--- config.mk ---
export PLATFORM = sky130hd
export DESIGN_NAME = sound_player
export DESIGN_NICKNAME = d
export VERILOG_FILES = /design/src/rtl/sound_pkg.sv /design/src/rtl/sound_player_tone_gen.sv /design/src/rtl/sound_player.sv
export SDC_FILE = /design/constraint.sdc
export NUM_CORES = 1
export LEC_CHECK = 0
export CAP_MARGIN = 40
export CORE_ASPECT_RATIO = 0.8
export CORE_UTILIZATION = 66
export CTS_CLUSTER_SIZE = 16
export DETAILED_ROUTE_END_ITERATION = 10
export GPL_TIMING_DRIVEN = 1
export MAX_ROUTING_LAYER = met4
export PLACE_DENSITY = 0.83
export SLEW_MARGIN = 10
export SYNTH_ARGS = -nofsm -noshare
export SYNTH_HDL_FRONTEND = slang
export SYNTH_SLANG_ARGS = --single-unit
--- constraint.sdc ---
create_clock -name clk -period 4.45 [get_ports clk]
set_input_delay 0.6675 -clock clk [delete_from_list [all_inputs] [get_ports clk]]
set_output_delay 0.6675 -clock clk [all_outputs]
set_load 0.01 [all_outputs]
--- src/rtl/sound_pkg.sv ---
// Shared sound definitions.
// Holds the sound type enum shared with the game-state FSM, the player state enum,
// the note frequency constants, and the tables mapping a sound to its note sequence.
package sound_pkg;

  typedef enum logic [1:0] {
    UI_PRESS    = 2'd0,
    NEXTLEVEL   = 2'd1,
    CRASH       = 2'd2,
    CELEBRATION = 2'd3
  } soundtype_t;

  typedef enum logic [1:0] {
    IDLE = 2'd0,
    TONE = 2'd1,
    GAP  = 2'd2
  } player_state_t;

  // Note frequencies in Hz
  localparam int unsigned FREQ_A3 = 220;
  localparam int unsigned FREQ_E4 = 330;
  localparam int unsigned FREQ_C5 = 523;
  localparam int unsigned FREQ_E5 = 659;
  localparam int unsigned FREQ_G5 = 784;
  localparam int unsigned FREQ_C6 = 1047;

  // Sizes the half-period counter: the lowest note has the longest half period
  localparam int unsigned FREQ_LOWEST = FREQ_A3;

  // Frequency of note idx of a sound. Indices past the end repeat the last note;
  // they are never played but keep every table entry a legal divisor.
  function automatic int unsigned note_freq(soundtype_t sound, logic [1:0] idx);
    int unsigned f;
    f = FREQ_C6;
    case (sound)
      UI_PRESS: f = FREQ_C6;
      NEXTLEVEL: begin
        case (idx)
          2'd0:    f = FREQ_C5;
          2'd1:    f = FREQ_E5;
          default: f = FREQ_G5;
        endcase
      end
      CRASH: f = (idx == 2'd0) ? FREQ_E4 : FREQ_A3;
      CELEBRATION: begin
        case (idx)
          2'd0:    f = FREQ_C5;
          2'd1:    f = FREQ_E5;
          2'd2:    f = FREQ_G5;
          default: f = FREQ_C6;
        endcase
      end
      default: f = FREQ_C6;
    endcase
    return f;
  endfunction

  // Sequence length minus one
  function automatic logic [1:0] seq_last(soundtype_t sound);
    logic [1:0] last;
    last = 2'd0;
    case (sound)
      UI_PRESS:    last = 2'd0;
      NEXTLEVEL:   last = 2'd2;
      CRASH:       last = 2'd1;
      CELEBRATION: last = 2'd3;
      default:     last = 2'd0;
    endcase
    return last;
  endfunction

endpackage

--- src/rtl/sound_player_tone_gen.sv ---
// Square-wave generator.
// Ports:
//   clk, reset   - clock, asynchronous active-high reset
//   enable       - run the wave; when low the counter clears and wave returns to 0
//   restart      - synchronous clear of counter and wave, wins over enable
//   half_period  - cycles per half period of the wave
//   wave         - square-wave output, 0 on the first cycle after a clear
module tone_gen #(
  parameter int unsigned HP_W = 16
) (
  input  logic            clk,
  input  logic            reset,
  input  logic            enable,
  input  logic            restart,
  input  logic [HP_W-1:0] half_period,
  output logic            wave
);

  logic [HP_W-1:0] count_q;
  logic            wave_q;

  always_ff @(posedge clk or posedge reset) begin
    if (reset) begin
      count_q <= '0;
      wave_q  <= 1'b0;
    end else if (!enable || restart) begin
      count_q <= '0;
      wave_q  <= 1'b0;
    end else if (count_q == half_period - HP_W'(1)) begin
      count_q <= '0;
      wave_q  <= ~wave_q;
    end else begin
      count_q <= count_q + HP_W'(1);
    end
  end

  assign wave = wave_q;

endmodule

--- src/rtl/sound_player.sv ---
// Sound player: plays a fixed square-wave note sequence per requested sound type.
// Ports:
//   clk, reset     - clock, asynchronous active-high reset
//   soundselector  - sound type, latched on a request
//   playsound      - request level; a rising edge starts (or restarts) a sequence
//   mute           - gates the speaker only; sequencing is unaffected
//   speaker        - square-wave audio output
//   busy           - high while a sequence plays, gaps included
//   done           - one-cycle pulse when a sequence completes normally
module sound_player
  import sound_pkg::*;
#(
  parameter int unsigned CLK_HZ      = 12_000_000,
  parameter int unsigned NOTE_CYCLES = 1_200_000,
  parameter int unsigned GAP_CYCLES  = 120_000
) (
  input  logic       clk,
  input  logic       reset,
  input  logic [1:0] soundselector,
  input  logic       playsound,
  input  logic       mute,
  output logic       speaker,
  output logic       busy,
  output logic       done
);

  localparam int unsigned HP_W    = $clog2(CLK_HZ / (2 * FREQ_LOWEST) + 1);
  localparam int unsigned DUR_MAX = (NOTE_CYCLES > GAP_CYCLES) ? NOTE_CYCLES : GAP_CYCLES;
  localparam int unsigned DUR_W   = $clog2(DUR_MAX + 1);

  localparam logic [DUR_W-1:0] NOTE_LAST = DUR_W'(NOTE_CYCLES - 1);
  localparam logic [DUR_W-1:0] GAP_LAST  = DUR_W'(GAP_CYCLES - 1);

  // Half-period table indexed by {sound, note}; all entries are elaboration-time constants
  logic [HP_W-1:0] hp_table [16];

  for (genvar g = 0; g < 16; g++) begin : g_hp
    localparam int unsigned FREQ = note_freq(soundtype_t'(2'(g / 4)), 2'(g % 4));
    assign hp_table[g] = HP_W'(CLK_HZ / (2 * FREQ));
  end

  player_state_t    state_q;
  soundtype_t       sel_q;
  logic [1:0]       note_q;
  logic [DUR_W-1:0] dur_q;
  logic             playsound_q;
  logic             busy_q;
  logic             done_q;

  logic             req;
  logic             note_end;
  logic [HP_W-1:0]  hp;
  logic             tone_bit;

  assign req      = playsound & ~playsound_q;
  assign note_end = (state_q == TONE) && (dur_q == NOTE_LAST);
  assign hp       = hp_table[{sel_q, note_q}];

  always_ff @(posedge clk or posedge reset) begin
    if (reset) begin
      state_q     <= IDLE;
      sel_q       <= UI_PRESS;
      note_q      <= 2'd0;
      dur_q       <= '0;
      playsound_q <= 1'b0;
      busy_q      <= 1'b0;
      done_q      <= 1'b0;
    end else begin
      playsound_q <= playsound;
      done_q      <= 1'b0;
      if (req) begin
        // A request always (re)starts at note 0, aborting any sequence in flight
        sel_q   <= soundtype_t'(soundselector);
        state_q <= TONE;
        note_q  <= 2'd0;
        dur_q   <= '0;
        busy_q  <= 1'b1;
      end else begin
        case (state_q)
          IDLE: begin
            busy_q <= 1'b0;
          end
          TONE: begin
            if (dur_q == NOTE_LAST) begin
              dur_q <= '0;
              if (note_q == seq_last(sel_q)) begin
                state_q <= IDLE;
                busy_q  <= 1'b0;
                done_q  <= 1'b1;
              end else begin
                state_q <= GAP;
              end
            end else begin
              dur_q <= dur_q + DUR_W'(1);
            end
          end
          GAP: begin
            if (dur_q == GAP_LAST) begin
              dur_q   <= '0;
              state_q <= TONE;
              note_q  <= note_q + 2'd1;
            end else begin
              dur_q <= dur_q + DUR_W'(1);
            end
          end
          default: begin
            state_q <= IDLE;
            busy_q  <= 1'b0;
          end
        endcase
      end
    end
  end

  // Clearing on note_end keeps the first gap/idle cycle silent instead of
  // carrying one cycle of the last wave value past the note.
  tone_gen #(
    .HP_W(HP_W)
  ) u_tone_gen (
    .clk        (clk),
    .reset      (reset),
    .enable     (state_q == TONE),
    .restart    (req | note_end),
    .half_period(hp),
    .wave       (tone_bit)
  );

  assign speaker = tone_bit & ~mute;
  assign busy    = busy_q;
  assign done    = done_q;

endmodule
==> impl_metrics.env <==
export IMPL_outcome="completed"
export IMPL_synth_cell_types=51
export IMPL_cts_sinks=46
export IMPL_regArea_mm2=0.001151
export IMPL_synth_edf_count=0
export IMPL_avgSynthCellArea_um2=9.109
export IMPL_wl_um=6108
export IMPL_syn_to_final_growth_pct=6.239
export IMPL_final_nets=350
export IMPL_required_ns=4.61
export IMPL_rows=21
export IMPL_grt_max_degree=30
export IMPL_post_cts_resized=0
export IMPL_arrival_ns=3.61
export IMPL_fin_crit_ns=3.452
export IMPL_layout_commonest_cell="dfrtp_1"
export IMPL_coreArea_mm2=0.004257
export IMPL_clk_path_buf_depth=2
export IMPL_drc=0
export IMPL_hold_ws_ns=0.5156
export IMPL_netlist_instances=328
export IMPL_post_place_ws_ns=1.063
export IMPL_total_power_mw=1.061
export IMPL_finalHoldViolations=0
export IMPL_setup_viol=0
export IMPL_irDropWorstVdd_uv=233.9
export IMPL_crit_path_end_kind="flop"
export IMPL_vias=2384
export IMPL_tightestPinTransition_ns=0.7921
export IMPL_drtAntennaViolNets=0
export IMPL_cts_tree="done"
export IMPL_leakage_nw=1.366
export IMPL_die_width_um=77.23
export IMPL_p_sw_mw=0.3671
export IMPL_cts_hold_fix_buffers=0
export IMPL_synth_area_mm2=0.002988
export IMPL_grtUsageTotal_pct=29.26
export IMPL_dieArea_mm2=0.004802
export IMPL_period_share_pct=77.58
export IMPL_dr_pass1_iters=5
export IMPL_numCtsBuffers=5
export IMPL_grt_overflow_total=0
export IMPL_gp_congestion=0.8978
export IMPL_ys_warn_count=0
export IMPL_ios=9
export IMPL_synthFlopType="dfrtp_1"
export IMPL_skew_ns=0.007888
export IMPL_path_class="reg -> reg"
export IMPL_multi_input_area_mm2=0.001734
export IMPL_worst_setup_path_start_kind="flop"
export IMPL_layout_drive_gt1_share_pct=5.120
export IMPL_setup_tns_ns=0
export IMPL_antenna_found_initial=0
export IMPL_p_seq_share_pct=47.6
export IMPL_grt_pass1_vias=2261
export IMPL_drt_iter0_markers=203
export IMPL_reg2reg_slack_ns=1.0
export IMPL_grt_pass1_wl_um=10680
export IMPL_vias_per_cell=6.129
export IMPL_p_int_mw=0.6936
export IMPL_min_path_type="reg -> reg"
export IMPL_slew_violations=0
export IMPL_pwr_share_clk_pct=24.3
export IMPL_power_density_mw_per_mm2=334.2
export IMPL_clock_fmax_mhz=289.7
export IMPL_start_util_pct=70.19
export IMPL_dp_hpwl_um=4331
export IMPL_synthArstFlopShare_pct=100.0
export IMPL_syn_num_nets=347
export IMPL_port_buffers=8
export IMPL_grt_setup_unrepaired="no"
export IMPL_worst_slack_ns=0.9979
export IMPL_crit_fanout=15
export IMPL_diodes=0
export IMPL_slew_headroom_pct=46.80
export IMPL_clockRootBuffer="clkbuf_8"
export IMPL_cts_setup_buffers=0
export IMPL_htreeDepth=2
export IMPL_clk_latency_ns=0.30
export IMPL_clk_pin_slew_ns=0.09
export IMPL_final_cell_mix="dfrtp_1 (46), nor2_1 (33), nand2_1 (31)"
export IMPL_combPwrFrac_pct=28.0
export IMPL_final_area_mm2=0.003174
export IMPL_ys_seq_elements=46
export IMPL_placed_cell_area_mm2=0.003087
export IMPL_synth_seq_area_share_pct=38.53
export IMPL_cap_viol_max_count=0
export IMPL_dieHeight_um=62.18
export IMPL_wl_per_cell_um=15.70
export IMPL_n_fill_cell=319
export IMPL_switching_share_pct=34.61
==> power groups by stage <==
stage	registers (mW)	clock network, mW	logic [mW]
CTS	0.504	0.268	0.295
floorplan	0.491	0	0.246
finish	0.505	0.258	0.297
global placement	0.510	0	0.285
detailed placement	0.512	0	0.292
global route	0.512	0.277	0.334
==> sequential cells by signal, summed over array words and instances, names as in the netlist <==
register	cells
note_q	2
done	1
state_q	2
dur_q	21
u_tone_gen.wave	1
playsound_q	1
sel_q	2
busy	1
u_tone_gen.count_q	15
==> routing by layer <==
| layer | global-route usage (%) | wire [um] | vias up |
|---|---|---|---|
| met5 | - | 0 | - |
| li1 | - | - | 1150 |
| met3 | 5.000 | 367 | 4 |
| met1 | 44.20 | 3065 | 1159 |
| met2 | 41.15 | 2639 | 71 |
| met4 | 6.368 | 36 | 0 |
==> worst paths after layout <==
kind                           start               endpoint  depth (start not counted)
setup / recovery           note_q[0]  u_tone_gen.count_q[9]                         12
hold / removal                  busy                   busy                          2
setup reg to reg           note_q[0]  u_tone_gen.count_q[9]                         12
hold reg to reg                 busy                   busy                          2
max in group asynchronous      reset              note_q[1]                          3
min in group asynchronous      reset              dur_q[11]                          2
==> stage by stage <==
| stage | instances | utilization (%) |
|---|---|---|
| after floorplan | 328 | - |
| after global placement | 380 | 72.05 |
| after detailed placement | 381 | 72.52 |
| after CTS | 389 | 74.57 |
| after global routing | 389 | 74.57 |
| final | 389 | 74.57 |
==> cells in the mapped netlist, types with 7 or more instances <==
library cell  instances  area, um2
xor2_1               25      219.0
and3_1                7      43.79
inv_1                 8      30.03
o21ai_0              12      60.06
nor3_1               21      105.1
nor2_1               33      123.9
dfrtp_1              46       1151
ha_1                 13      162.7
nand3_1              14      70.07
nor2b_1              15      93.84
xnor2_1              18      157.7
nand2_1              31      116.4
==> critical path, cell delays in order (launching register included) <==
cell	delay (ns)
dfrtp_1	0.52
inv_1	0.18
ha_1	0.26
nand2_1	0.08
a21oi_1	0.10
a21oi_1	0.22
ha_1	0.30
nand4b_1	0.16
xor2_1	0.23
xnor2_1	0.13
o21ai_0	0.20
nor4_4	0.78
nor3_1	0.13
==> area by class of cell <==
cell class	count	share of cell area, %
multi-input combinational	261	54.63
sequential	46	36.26
timing repair buffer	9	3.153
tap	57	2.247
clock buffer	5	2.168
inverter	8	0.9460
clock inverter	3	0.5913
==> cell families (layout without fill, tap and decap cells) <==
logic type	after synthesis	after routing	share of synthesized area, %
AO/OA/AOI/OAI	42	42	10.22
XOR/XNOR	43	43	12.60
adder cells (fa/ha/maj)	13	13	5.444
buffers and inverters	21	25	3.434
flip-flops	46	46	38.53
multiplexers	5	5	1.675
AND/OR/NAND/NOR	158	158	28.10
No activity file was read; power rests on OpenSTA's default activity.
